===== config.mk =====
export PLATFORM = sky130hd
export DESIGN_NAME = core_weight_loader_flat
export DESIGN_NICKNAME = d
export VERILOG_FILES = /design/src/rtl/core_weight_loader_if.sv /design/src/rtl/core_weight_loader.sv /design/src/flat_wrapper.sv
export SDC_FILE = /design/constraint.sdc
export NUM_CORES = 1
export LEC_CHECK = 0
export BUFFER_PORTS_ARGS = -buffer_cell sky130_fd_sc_hd__buf_2
export CORE_UTILIZATION = 45
export CTS_BUF_LIST = sky130_fd_sc_hd__clkbuf_4 sky130_fd_sc_hd__clkbuf_8
export DETAILED_ROUTE_END_ITERATION = 8
export GPL_TIMING_DRIVEN = 0
export HOLD_SLACK_MARGIN = 0.12
export PLACE_DENSITY = 0.73
export SYNTH_ARGS = -nofsm -noshare
export SYNTH_HDL_FRONTEND = slang
export SYNTH_SLANG_ARGS = --single-unit

===== constraint.sdc =====
create_clock -name clk -period 5.6 [get_ports clk]
set_input_delay 0.56 -clock clk [delete_from_list [all_inputs] [get_ports clk]]
set_output_delay 0.56 -clock clk [all_outputs]
set_load 0.02 [all_outputs]

===== src/rtl/core_weight_loader_if.sv =====
// Weight-beat stream bundle: valid/ready handshake plus payload.
// Ports: in_valid (src->dst), in_data (src->dst), in_ready (dst->src).
interface core_weight_loader_if #(
  parameter int BUS_W = 32
);
  logic             in_valid;
  logic             in_ready;
  logic [BUS_W-1:0] in_data;

  modport master (
    output in_valid,
    output in_data,
    input  in_ready
  );

  modport slave (
    input  in_valid,
    input  in_data,
    output in_ready
  );
endinterface


===== src/rtl/core_weight_loader.sv =====
// Assembles BUS_W-bit stream beats into ROW_W-bit weight rows and writes
// each row into the Core macro with a one-cycle STDW pulse at STD_A.
// Ports: clk, rst_n (async low); start/start_row/num_rows load request;
// s (stream slave); STDW/STD_A/weight_in to Core; busy, done status.
module core_weight_loader #(
  parameter  int BUS_W = 32,
  parameter  int ROW_W = 288,
  parameter  int ROWS  = 64,
  localparam int BEATS = ROW_W / BUS_W,
  localparam int AW    = $clog2(ROWS)
) (
  input  logic               clk,
  input  logic               rst_n,
  input  logic               start,
  input  logic [AW-1:0]      start_row,
  input  logic [AW:0]        num_rows,
  core_weight_loader_if.slave s,
  output logic               STDW,
  output logic [AW-1:0]      STD_A,
  output logic [ROW_W-1:0]   weight_in,
  output logic               busy,
  output logic               done
);

  localparam int BW = (BEATS > 1) ? $clog2(BEATS) : 1;

  localparam logic [1:0] S_IDLE  = 2'd0;
  localparam logic [1:0] S_FILL  = 2'd1;
  localparam logic [1:0] S_WRITE = 2'd2;
  localparam logic [1:0] S_DONE  = 2'd3;

  logic [1:0]       state_q, state_d;
  logic [BW-1:0]    beat_q, beat_d;
  logic [ROW_W-1:0] row_q, row_d;
  logic [AW-1:0]    addr_q, addr_d;
  logic [AW:0]      left_q, left_d;
  logic             stdw_q, stdw_d;
  logic [AW-1:0]    stda_q, stda_d;
  logic [ROW_W-1:0] wout_q, wout_d;

  logic             xfer;
  logic             last_beat;
  logic [AW:0]      eff_rows;
  logic [ROW_W-1:0] row_ins;

  assign s.in_ready = (state_q == S_FILL);
  assign xfer       = s.in_valid && s.in_ready;
  assign last_beat  = (beat_q == BW'(BEATS - 1));

  assign eff_rows = (num_rows > (AW+1)'(ROWS))
                  ? (AW+1)'(ROWS) : num_rows;

  // Current row with the incoming beat dropped into its slot,
  // so the last beat lands straight in the output register.
  always_comb begin
    row_ins = row_q;
    for (int k = 0; k < BEATS; k++) begin
      if (beat_q == BW'(k)) begin
        row_ins[k*BUS_W +: BUS_W] = s.in_data;
      end
    end
  end

  always_comb begin
    state_d = state_q;
    beat_d  = beat_q;
    row_d   = row_q;
    addr_d  = addr_q;
    left_d  = left_q;
    stdw_d  = 1'b0;
    stda_d  = stda_q;
    wout_d  = wout_q;
    unique case (1'b1)
      (state_q == S_IDLE): begin
        if (start) begin
          addr_d  = start_row;
          left_d  = eff_rows;
          beat_d  = '0;
          state_d = (eff_rows == '0) ? S_DONE : S_FILL;
        end
      end
      (state_q == S_FILL): begin
        if (xfer) begin
          row_d = row_ins;
          if (last_beat) begin
            beat_d  = '0;
            stdw_d  = 1'b1;
            stda_d  = addr_q;
            wout_d  = row_ins;
            state_d = S_WRITE;
          end else begin
            beat_d = beat_q + BW'(1);
          end
        end
      end
      (state_q == S_WRITE): begin
        addr_d  = addr_q + AW'(1);
        left_d  = left_q - (AW+1)'(1);
        state_d = (left_q == (AW+1)'(1))
                ? S_DONE : S_FILL;
      end
      default: begin
        state_d = S_IDLE;
      end
    endcase
  end

  always_ff @(posedge clk or negedge rst_n) begin
    if (!rst_n) begin
      state_q <= S_IDLE;
      beat_q  <= '0;
      row_q   <= '0;
      addr_q  <= '0;
      left_q  <= '0;
      stdw_q  <= 1'b0;
      stda_q  <= '0;
      wout_q  <= '0;
    end else begin
      state_q <= state_d;
      beat_q  <= beat_d;
      row_q   <= row_d;
      addr_q  <= addr_d;
      left_q  <= left_d;
      stdw_q  <= stdw_d;
      stda_q  <= stda_d;
      wout_q  <= wout_d;
    end
  end

  assign STDW      = stdw_q;
  assign STD_A     = stda_q;
  assign weight_in = wout_q;
  assign busy      = (state_q == S_FILL) ||
                     (state_q == S_WRITE);
  assign done      = (state_q == S_DONE);

endmodule


===== src/flat_wrapper.sv =====
// flat-port wrapper written by rule: the top's interface ports become plain ports
module core_weight_loader_flat 
#(
  parameter  int BUS_W = 32,
  parameter  int ROW_W = 288,
  parameter  int ROWS  = 64,
  localparam int BEATS = ROW_W / BUS_W,
  localparam int AW    = $clog2(ROWS)
)
  (clk, rst_n, start, start_row, num_rows, STDW, STD_A, weight_in, busy, done, s_in_valid, s_in_data, s_in_ready);
  core_weight_loader_if #(.BUS_W(BUS_W)) s_i ();
  input  logic clk;
  input  logic rst_n;
  input  logic start;
  input  logic [AW-1:0] start_row;
  input  logic [AW:0] num_rows;
  output logic STDW;
  output logic [AW-1:0] STD_A;
  output logic [ROW_W-1:0] weight_in;
  output logic busy;
  output logic done;
  input wire logic [$bits(s_i.in_valid)-1:0] s_in_valid;
  input wire logic [$bits(s_i.in_data)-1:0] s_in_data;
  output wire logic [$bits(s_i.in_ready)-1:0] s_in_ready;
  assign s_i.in_valid = s_in_valid;
  assign s_i.in_data = s_in_data;
  assign s_in_ready = s_i.in_ready;
  core_weight_loader #(.BUS_W(BUS_W), .ROW_W(ROW_W), .ROWS(ROWS)) u_core (.clk(clk), .rst_n(rst_n), .start(start), .start_row(start_row), .num_rows(num_rows), .s(s_i), .STDW(STDW), .STD_A(STD_A), .weight_in(weight_in), .busy(busy), .done(done));
endmodule

; ---- Word level (Yosys, flattened, before mapping)
; Index checks and enable logic that the tools add are counted.
[op_classes]
n_reduce_logical = 12
n_eq_ne = 15
mux = 27
add_sub_neg = 3
order_cmp = 1
[op_table]
columns = op, n
row1 = 2-to-1 mux 32 bit, 9
row2 = equality test 4 x 3 -> 1 bit (second input constant), 4
row3 = 2-to-1 mux 7 bit, 2
row4 = one-hot mux 7 bit (2 select lines), 1
row5 = 2-to-1 mux 4 bit, 3
row6 = one-hot mux 6 bit (2 select lines), 1
row7 = 2-to-1 mux 2 bit, 5
row8 = AND reduction 3 bit, 3
row9 = equality test 4 x 2 -> 1 bit (second input constant), 2
row10 = one-hot mux 4 bit (2 select lines), 1
row11 = equality test 7 x 1 -> 1 bit (second input constant), 1
row12 = > comparator 7 bit (second input constant), 1
row13 = zero test 7 bit, 1
row14 = subtractor 7 x 1 -> 7 bit (second input constant), 1
row15 = adder 6 x 1 -> 6 bit (second input constant), 1
row16 = 2-to-1 mux 6 bit, 1
row17 = != test 2 bit (second input constant), 3
row18 = one-hot mux 2 bit (3 select lines), 1
row19 = adder 4 x 1 -> 4 bit (second input constant), 1
row20 = equality test 2 bit (second input constant), 2
row21 = equality test 4 x 1 -> 1 bit (second input constant), 1
row22 = equality test 4 bit (second input constant), 1
row23 = zero test 4 bit, 1
row24 = AND reduction 2 bit, 2
row25 = other kinds (6), 9
[totals]
register_bits = 602
in_bits = 49

; ---- Longest topological paths before layout
[depth]
depth_word = 6
mapped_depth = 10
mapped_depth_nobuf = 7

; ---- Least setup slack after synthesis
; OpenSTA, ideal clock, no wires.
[synth_path]
kind = reg2reg
startpoint = register u_core.state_q[1]
endpoint = register u_core.wout_q[100] (netlist: u_core.weight_in[100])
period_less_slack_ns = 1.957
path_buffers = 4
t_arrival_ns = 1.840
t_required_ns = 5.483
path_slack_ns = 3.643
stages_incl_launch_ff = 11
path_cell_list = dfrtp_1 -> inv_1 -> ha_1 -> nand2_1 -> or2_1 -> clkbuf_1 -> buf_2 -> buf_2 -> buf_2 -> nand2_1 -> nand2_1
[synth_via]
elab_chain_cells = 3
[synth_lines]
columns = element, line_no
row1 = from (decl), core_weight_loader.sv:32  ; logic [1:0] state_q, state_d;
row2 = from (signal assigned), core_weight_loader.sv:119  ; state_q <= state_d;
row3 = equality test 2 x 1 -> 1 bit (*), core_weight_loader.sv:46  ; assign s.in_ready = (state_q == S_FILL);
row4 = net s_in_ready, flat_wrapper.sv:24  ; output wire logic [$bits(s_i.in_ready)-1:0] s_in_ready;
row5 = logical AND 1 bit, core_weight_loader.sv:47  ; assign xfer = s.in_valid && s.in_ready;
row6 = AND reduction 3 bit (no line) (*), --
row7 = to (signal assigned), core_weight_loader.sv:126  ; wout_q <= wout_d;
row8 = to (decl), core_weight_loader.sv:39  ; logic [ROW_W-1:0] wout_q, wout_d;
; Mark *: on every way through the listed nets, which the timed path passes. The rest lies on a longest branch.
; A chain may end at the register's enable or synchronous reset.

; ---- Worst setup path after layout
[layout_path]
startpoint = register u_core.beat_q[0]
endpoint = register u_core.wout_q[171] (netlist: u_core.weight_in[171])
[layout_via]
elab_chain_cells = 2
[layout_lines]
columns = element, line_no
row1 = from (decl), core_weight_loader.sv:33  ; logic [BW-1:0] beat_q, beat_d;
row2 = from (signal assigned), core_weight_loader.sv:120  ; beat_q <= beat_d;
row3 = equality test 4 bit or equality test 4 x 3 -> 1 bit (tied branches), "core_weight_loader.sv:48, core_weight_loader.sv:58"
row4 = AND reduction 3 bit (no line) or 2-to-1 mux 32 bit (tied branches), --
; Parallel ways exist; a longest one is shown, timed or not.

==> impl_table.tex <==
\begin{tabular}{lr}
\hline
Metric & Value \\
\hline
\multicolumn{2}{l}{\textbf{Route}} \\
\quad Top Metal Used & met5 \\
\quad Total via count in the routed design & 15510 \\
\quad Post-Route M1 WL & 26240 µm \\
\quad Number of design rule violations left after detail routing & 0 \\
\quad Met3 routed wirelength & 3687 µm \\
\quad Detailed-routing iteration count for the pre-antenna-repair pass & 5 \\
\quad Antenna Violating Nets Remaining & 0 \\
\quad Aggregate routed wire length & 61000 µm \\
\quad Metal2 WL & 29190 µm \\
\quad Count of routing violations after the opening detailed-route iteration & 991 \\
\quad Vias per Instance & 5.062 \\
\quad Drt wl/cell & 19.92 µm \\
\multicolumn{2}{l}{\textbf{Floorplanning}} \\
\quad Number of primary I/O pins & 347 \\
\quad Floorplan die height & 221.9 µm \\
\quad Die width & 221.9 µm \\
\quad Total die area & 0.04924 mm² \\
\quad Number of cell rows & 80 \\
\quad Initial cell density of the core & 0.4558 \\
\quad Area inside the core boundary & 0.04775 mm² \\
\multicolumn{2}{l}{\textbf{Flow run}} \\
\quad Count of maximum capacitance violations & 0 \\
\multicolumn{2}{l}{\textbf{Worst setup path}} \\
\quad Required time of the critical path & 6.19 ns \\
\quad Worst endpoint data arrival time & 3.26 ns \\
\quad Worst flop-to-flop path endpoint & u\_core.weight\_in[171]\$\_DFFE\_PN0P\_ \\
\quad Crit. End Element & flop \\
\quad Critical path peak fanout & 10 \\
\quad R2r setup slk & 2.92 ns \\
\quad Kind of critical path & reg2reg \\
\quad Startpoint type of the worst setup path & flop \\
\quad Startpoint of the lowest-slack register-to-register path & u\_core.beat\_q[0]\$\_DFFE\_PN0P\_ \\
\quad Worst Reg-to-Reg Cells & 9 \\
\multicolumn{2}{l}{\textbf{Synth}} \\
\quad Mapped Cells & 1939 \\
\quad Fraction of synthesis flops using an asynchronous set or reset pin & 1.000 \\
\quad Number of nets in the synthesized netlist & 1999 \\
\quad Most frequently used flop master after synthesis & sky130\_fd\_sc\_hd\_\_dfrtp\_1 \\
\quad Count of flip-flops with a built-in enable after synthesis & 0 \\
\quad Number of distinct library cell variants in the gate-level netlist after synthesis & 33 \\
\quad Sequential fraction of the synthesis area & 0.6555 \\
\quad Avg Cell Area, Syn & 11.22 µm² \\
\quad Register bit count reported by yosys & 570 \\
\quad Warning count from the yosys run & 0 \\
\quad Post-Syn Area & 0.02176 mm² \\
\multicolumn{2}{l}{\textbf{Finish}} \\
\quad Number of antenna diodes & 0 \\
\quad Most used cells in the layout excluding fill and tap cells & sky130\_fd\_sc\_hd\_\_nand2\_1 (895), sky130\_fd\_sc\_hd\_\_dfrtp\_1 (570), sky130\_fd\_sc\_hd\_\_buf\_2 (425) \\
\quad Final core utilization & 0.5513 \\
\quad Relative area change from synthesis to final layout & 20.97\% \\
\quad Most common cell after layout, fill and taps aside & sky130\_fd\_sc\_hd\_\_nand2\_1 \\
\quad Share of post-route cells with drive strength above 1 & 0.3468 \\
\quad Final cell area excluding filler cells & 0.02632 mm² \\
\quad Total Nets Final & 2444 \\
\multicolumn{2}{l}{\textbf{Global routing}} \\
\quad Pin count of the biggest net entering global routing & 132 \\
\quad Total global routing overflow & 0 \\
\quad Initial antenna violation count & 2 \\
\quad Number of global-route vias before repair & 15880 \\
\quad First-pass GRT wire length & 93090 µm \\
\quad Total Routing Usage GR & 0.2528 \\
\multicolumn{2}{l}{\textbf{Power and ir drop}} \\
\quad Peak VDD IR & 0.2512 mV \\
\quad Leakage power of the design & 14.94 nW \\
\quad Final Power & 11.94 mW \\
\quad Areal power density over the cells & 453.5 mW/mm² \\
\multicolumn{2}{l}{\textbf{Min path}} \\
\quad Hold-critical path depth & 3 \\
\quad Hold-critical path endpoint & u\_core.addr\_q[5]\$\_DFFE\_PN0P\_ \\
\quad Type of the tightest min-delay check & in2reg \\
\quad Hold path start & start\_row[5] \\
\multicolumn{2}{l}{\textbf{Placed design}} \\
\quad Placement-stage cell area & 0.02438 mm² \\
\quad IO buf count & 346 \\
\quad Total half-perimeter wirelength after legalization and detailed placement & 42080 µm \\
\quad Placer congestion estimate & 0.8234 \\
\multicolumn{2}{l}{\textbf{Timing}} \\
\quad Final-report max-slew violation count & 0 \\
\quad Number of setup violations in the final report & 0 \\
\quad Endpoints failing hold & 0 \\
\quad RSZ-0062 raised after global routing & no \\
\quad F\_max & 373.6 MHz \\
\quad Worst clock skew & 0.03092 ns \\
\quad Final Cycle Share & 0.4780 \\
\quad Hold WS & 0.1833 ns \\
\quad Slew of the pin with the lowest slew margin & 1.001 ns \\
\quad Slew margin rel. & 0.3329 \\
\quad Clock period minus final worst setup slack & 2.677 ns \\
\multicolumn{2}{l}{\textbf{Clocking}} \\
\quad Clock Latency Late Sink & 0.68 ns \\
\quad Number of buffers inserted to repair setup after CTS & 0 \\
\quad CTS buffer count & 92 \\
\quad Clock transition at path regs & 0.06 ns \\
\quad Clock tree from TritonCTS & done \\
\quad CTS root buf & sky130\_fd\_sc\_hd\_\_clkbuf\_8 \\
\quad Number of levels in the clock H-tree & 3 \\
\quad Maximum count of clock buffers along a single path & 3 \\
\quad Number of clock sinks & 570 \\
\multicolumn{2}{l}{\textbf{Status}} \\
\quad Run status & completed \\
\hline
\end{tabular}
stage by stage:
stage	cells	TNS [ns]	setup slack, ns
after global routing	3063	0	2.728
after global placement	2900	-4083.48	-7.237
after floorplan	1939	0	3.643
final	3063	0	2.923
after detailed placement	2904	0	2.962
after CTS	3063	0	2.927
sequential cells by signal, summed over array words and instances, names as in the netlist:
signal and cells:
u_core.beat_q 4, u_core.row_q 256, u_core.left_q 7, u_core.weight_in 288
u_core.STDW 1, u_core.state_q 2, u_core.addr_q 6, u_core.STD_A 6
critical path: stages (launching register included):
cell and delay, ns:
sky130_fd_sc_hd__dfrtp_1 0.47, sky130_fd_sc_hd__inv_1 0.13, sky130_fd_sc_hd__ha_1 0.25, sky130_fd_sc_hd__nand3b_1 0.17
sky130_fd_sc_hd__or2_1 0.13, sky130_fd_sc_hd__clkbuf_1 0.16, sky130_fd_sc_hd__buf_2 0.28, sky130_fd_sc_hd__clkbuf_1 0.78
sky130_fd_sc_hd__nand2_1 0.12, sky130_fd_sc_hd__nand2_1 0.10
layer usage:
layer  up-vias  GRT usage
met5         -          0
met1      7826     0.3303
met3       109    0.05725
li1       7107          -
met2       459     0.4108
met4         4    0.09924
cell usage after synthesis, types with 2 or more instances:
| master | number | area, µm² |
|---|---|---|
| sky130_fd_sc_hd__a21oi_1 | 17 | 85.08 |
| sky130_fd_sc_hd__and3_1 | 2 | 12.51 |
| sky130_fd_sc_hd__buf_2 | 80 | 400.4 |
| sky130_fd_sc_hd__clkbuf_1 | 17 | 63.81 |
| sky130_fd_sc_hd__dfrtp_1 | 570 | 14260 |
| sky130_fd_sc_hd__ha_1 | 11 | 137.6 |
| sky130_fd_sc_hd__inv_1 | 7 | 26.28 |
| sky130_fd_sc_hd__mux2_2 | 258 | 2905 |
| sky130_fd_sc_hd__mux2i_1 | 6 | 60.06 |
| sky130_fd_sc_hd__nand2_1 | 895 | 3359 |
| sky130_fd_sc_hd__nand2b_1 | 5 | 31.28 |
| sky130_fd_sc_hd__nand3_1 | 13 | 65.06 |
| sky130_fd_sc_hd__nand3b_1 | 2 | 15.01 |
| sky130_fd_sc_hd__nor2_1 | 7 | 26.28 |
| sky130_fd_sc_hd__nor2b_1 | 5 | 31.28 |
| sky130_fd_sc_hd__nor3b_1 | 4 | 30.03 |
| sky130_fd_sc_hd__nor4b_1 | 2 | 17.52 |
| sky130_fd_sc_hd__o21ai_0 | 18 | 90.09 |
| sky130_fd_sc_hd__o22ai_1 | 6 | 37.54 |
report_power, final:
| group | switching, mW | leakage (nW) | total, mW | internal [mW] |
|---|---|---|---|---|
| Combinational | 1.26 | 6.29 | 2.36 | 1.11 |
| Sequential | 0.618 | 7.62 | 5.84 | 5.22 |
| Clock | 1.62 | 1.03 | 3.74 | 2.13 |
repair_timing:
| item | 4_1_cts | 5_1_grt |
|---|---|---|
| endpoints found under the hold margin | 90 | 0 |
| resized for setup | 0 | 0 |
| hold buffers | 1 | 0 |
cells by family (layout without fill, tap and decap cells):
group / count (synthesis) / count (layout) / synth area share
simple gates: 941 / 941 / 0.1670
flops: 570 / 570 / 0.6555
mux: 264 / 264 / 0.1363
buf+inv: 106 / 615 / 0.02288
compound gates: 47 / 47 / 0.01202
fa+ha+maj: 11 / 11 / 0.006325
worst max-delay path by stage:
stage	cells past startpoint	to	start
6_report	9	u_core.weight_in[171]$_DFFE_PN0P_	u_core.beat_q[0]$_DFFE_PN0P_
5_1_grt	9	u_core.weight_in[168]$_DFFE_PN0P_	u_core.beat_q[0]$_DFFE_PN0P_
4_1_cts	9	u_core.weight_in[172]$_DFFE_PN0P_	u_core.beat_q[0]$_DFFE_PN0P_
3_5_place_dp	9	u_core.weight_in[172]$_DFFE_PN0P_	u_core.beat_q[0]$_DFFE_PN0P_
3_3_place_gp	1	u_core.weight_in[168]$_DFFE_PN0P_	rst_n
2_1_floorplan	10	u_core.weight_in[100]$_DFFE_PN0P_	u_core.state_q[1]$_DFFE_PN0P_
layout make-up:
| type | count | area (µm²) |
|---|---|---|
| fillers | 4108 | 21420 |
| flip-flops and latches | 570 | 14260 |
| multi-input cells | 1263 | 6999 |
| repair buffers | 351 | 1862 |
| clock buffers | 149 | 1857 |
| well taps | 615 | 769.5 |
| plain buffers | 98 | 467.9 |
| clock inverters | 9 | 75.07 |
| inverters | 8 | 30.03 |
Note: power is estimated with default switching activity, not from simulation.
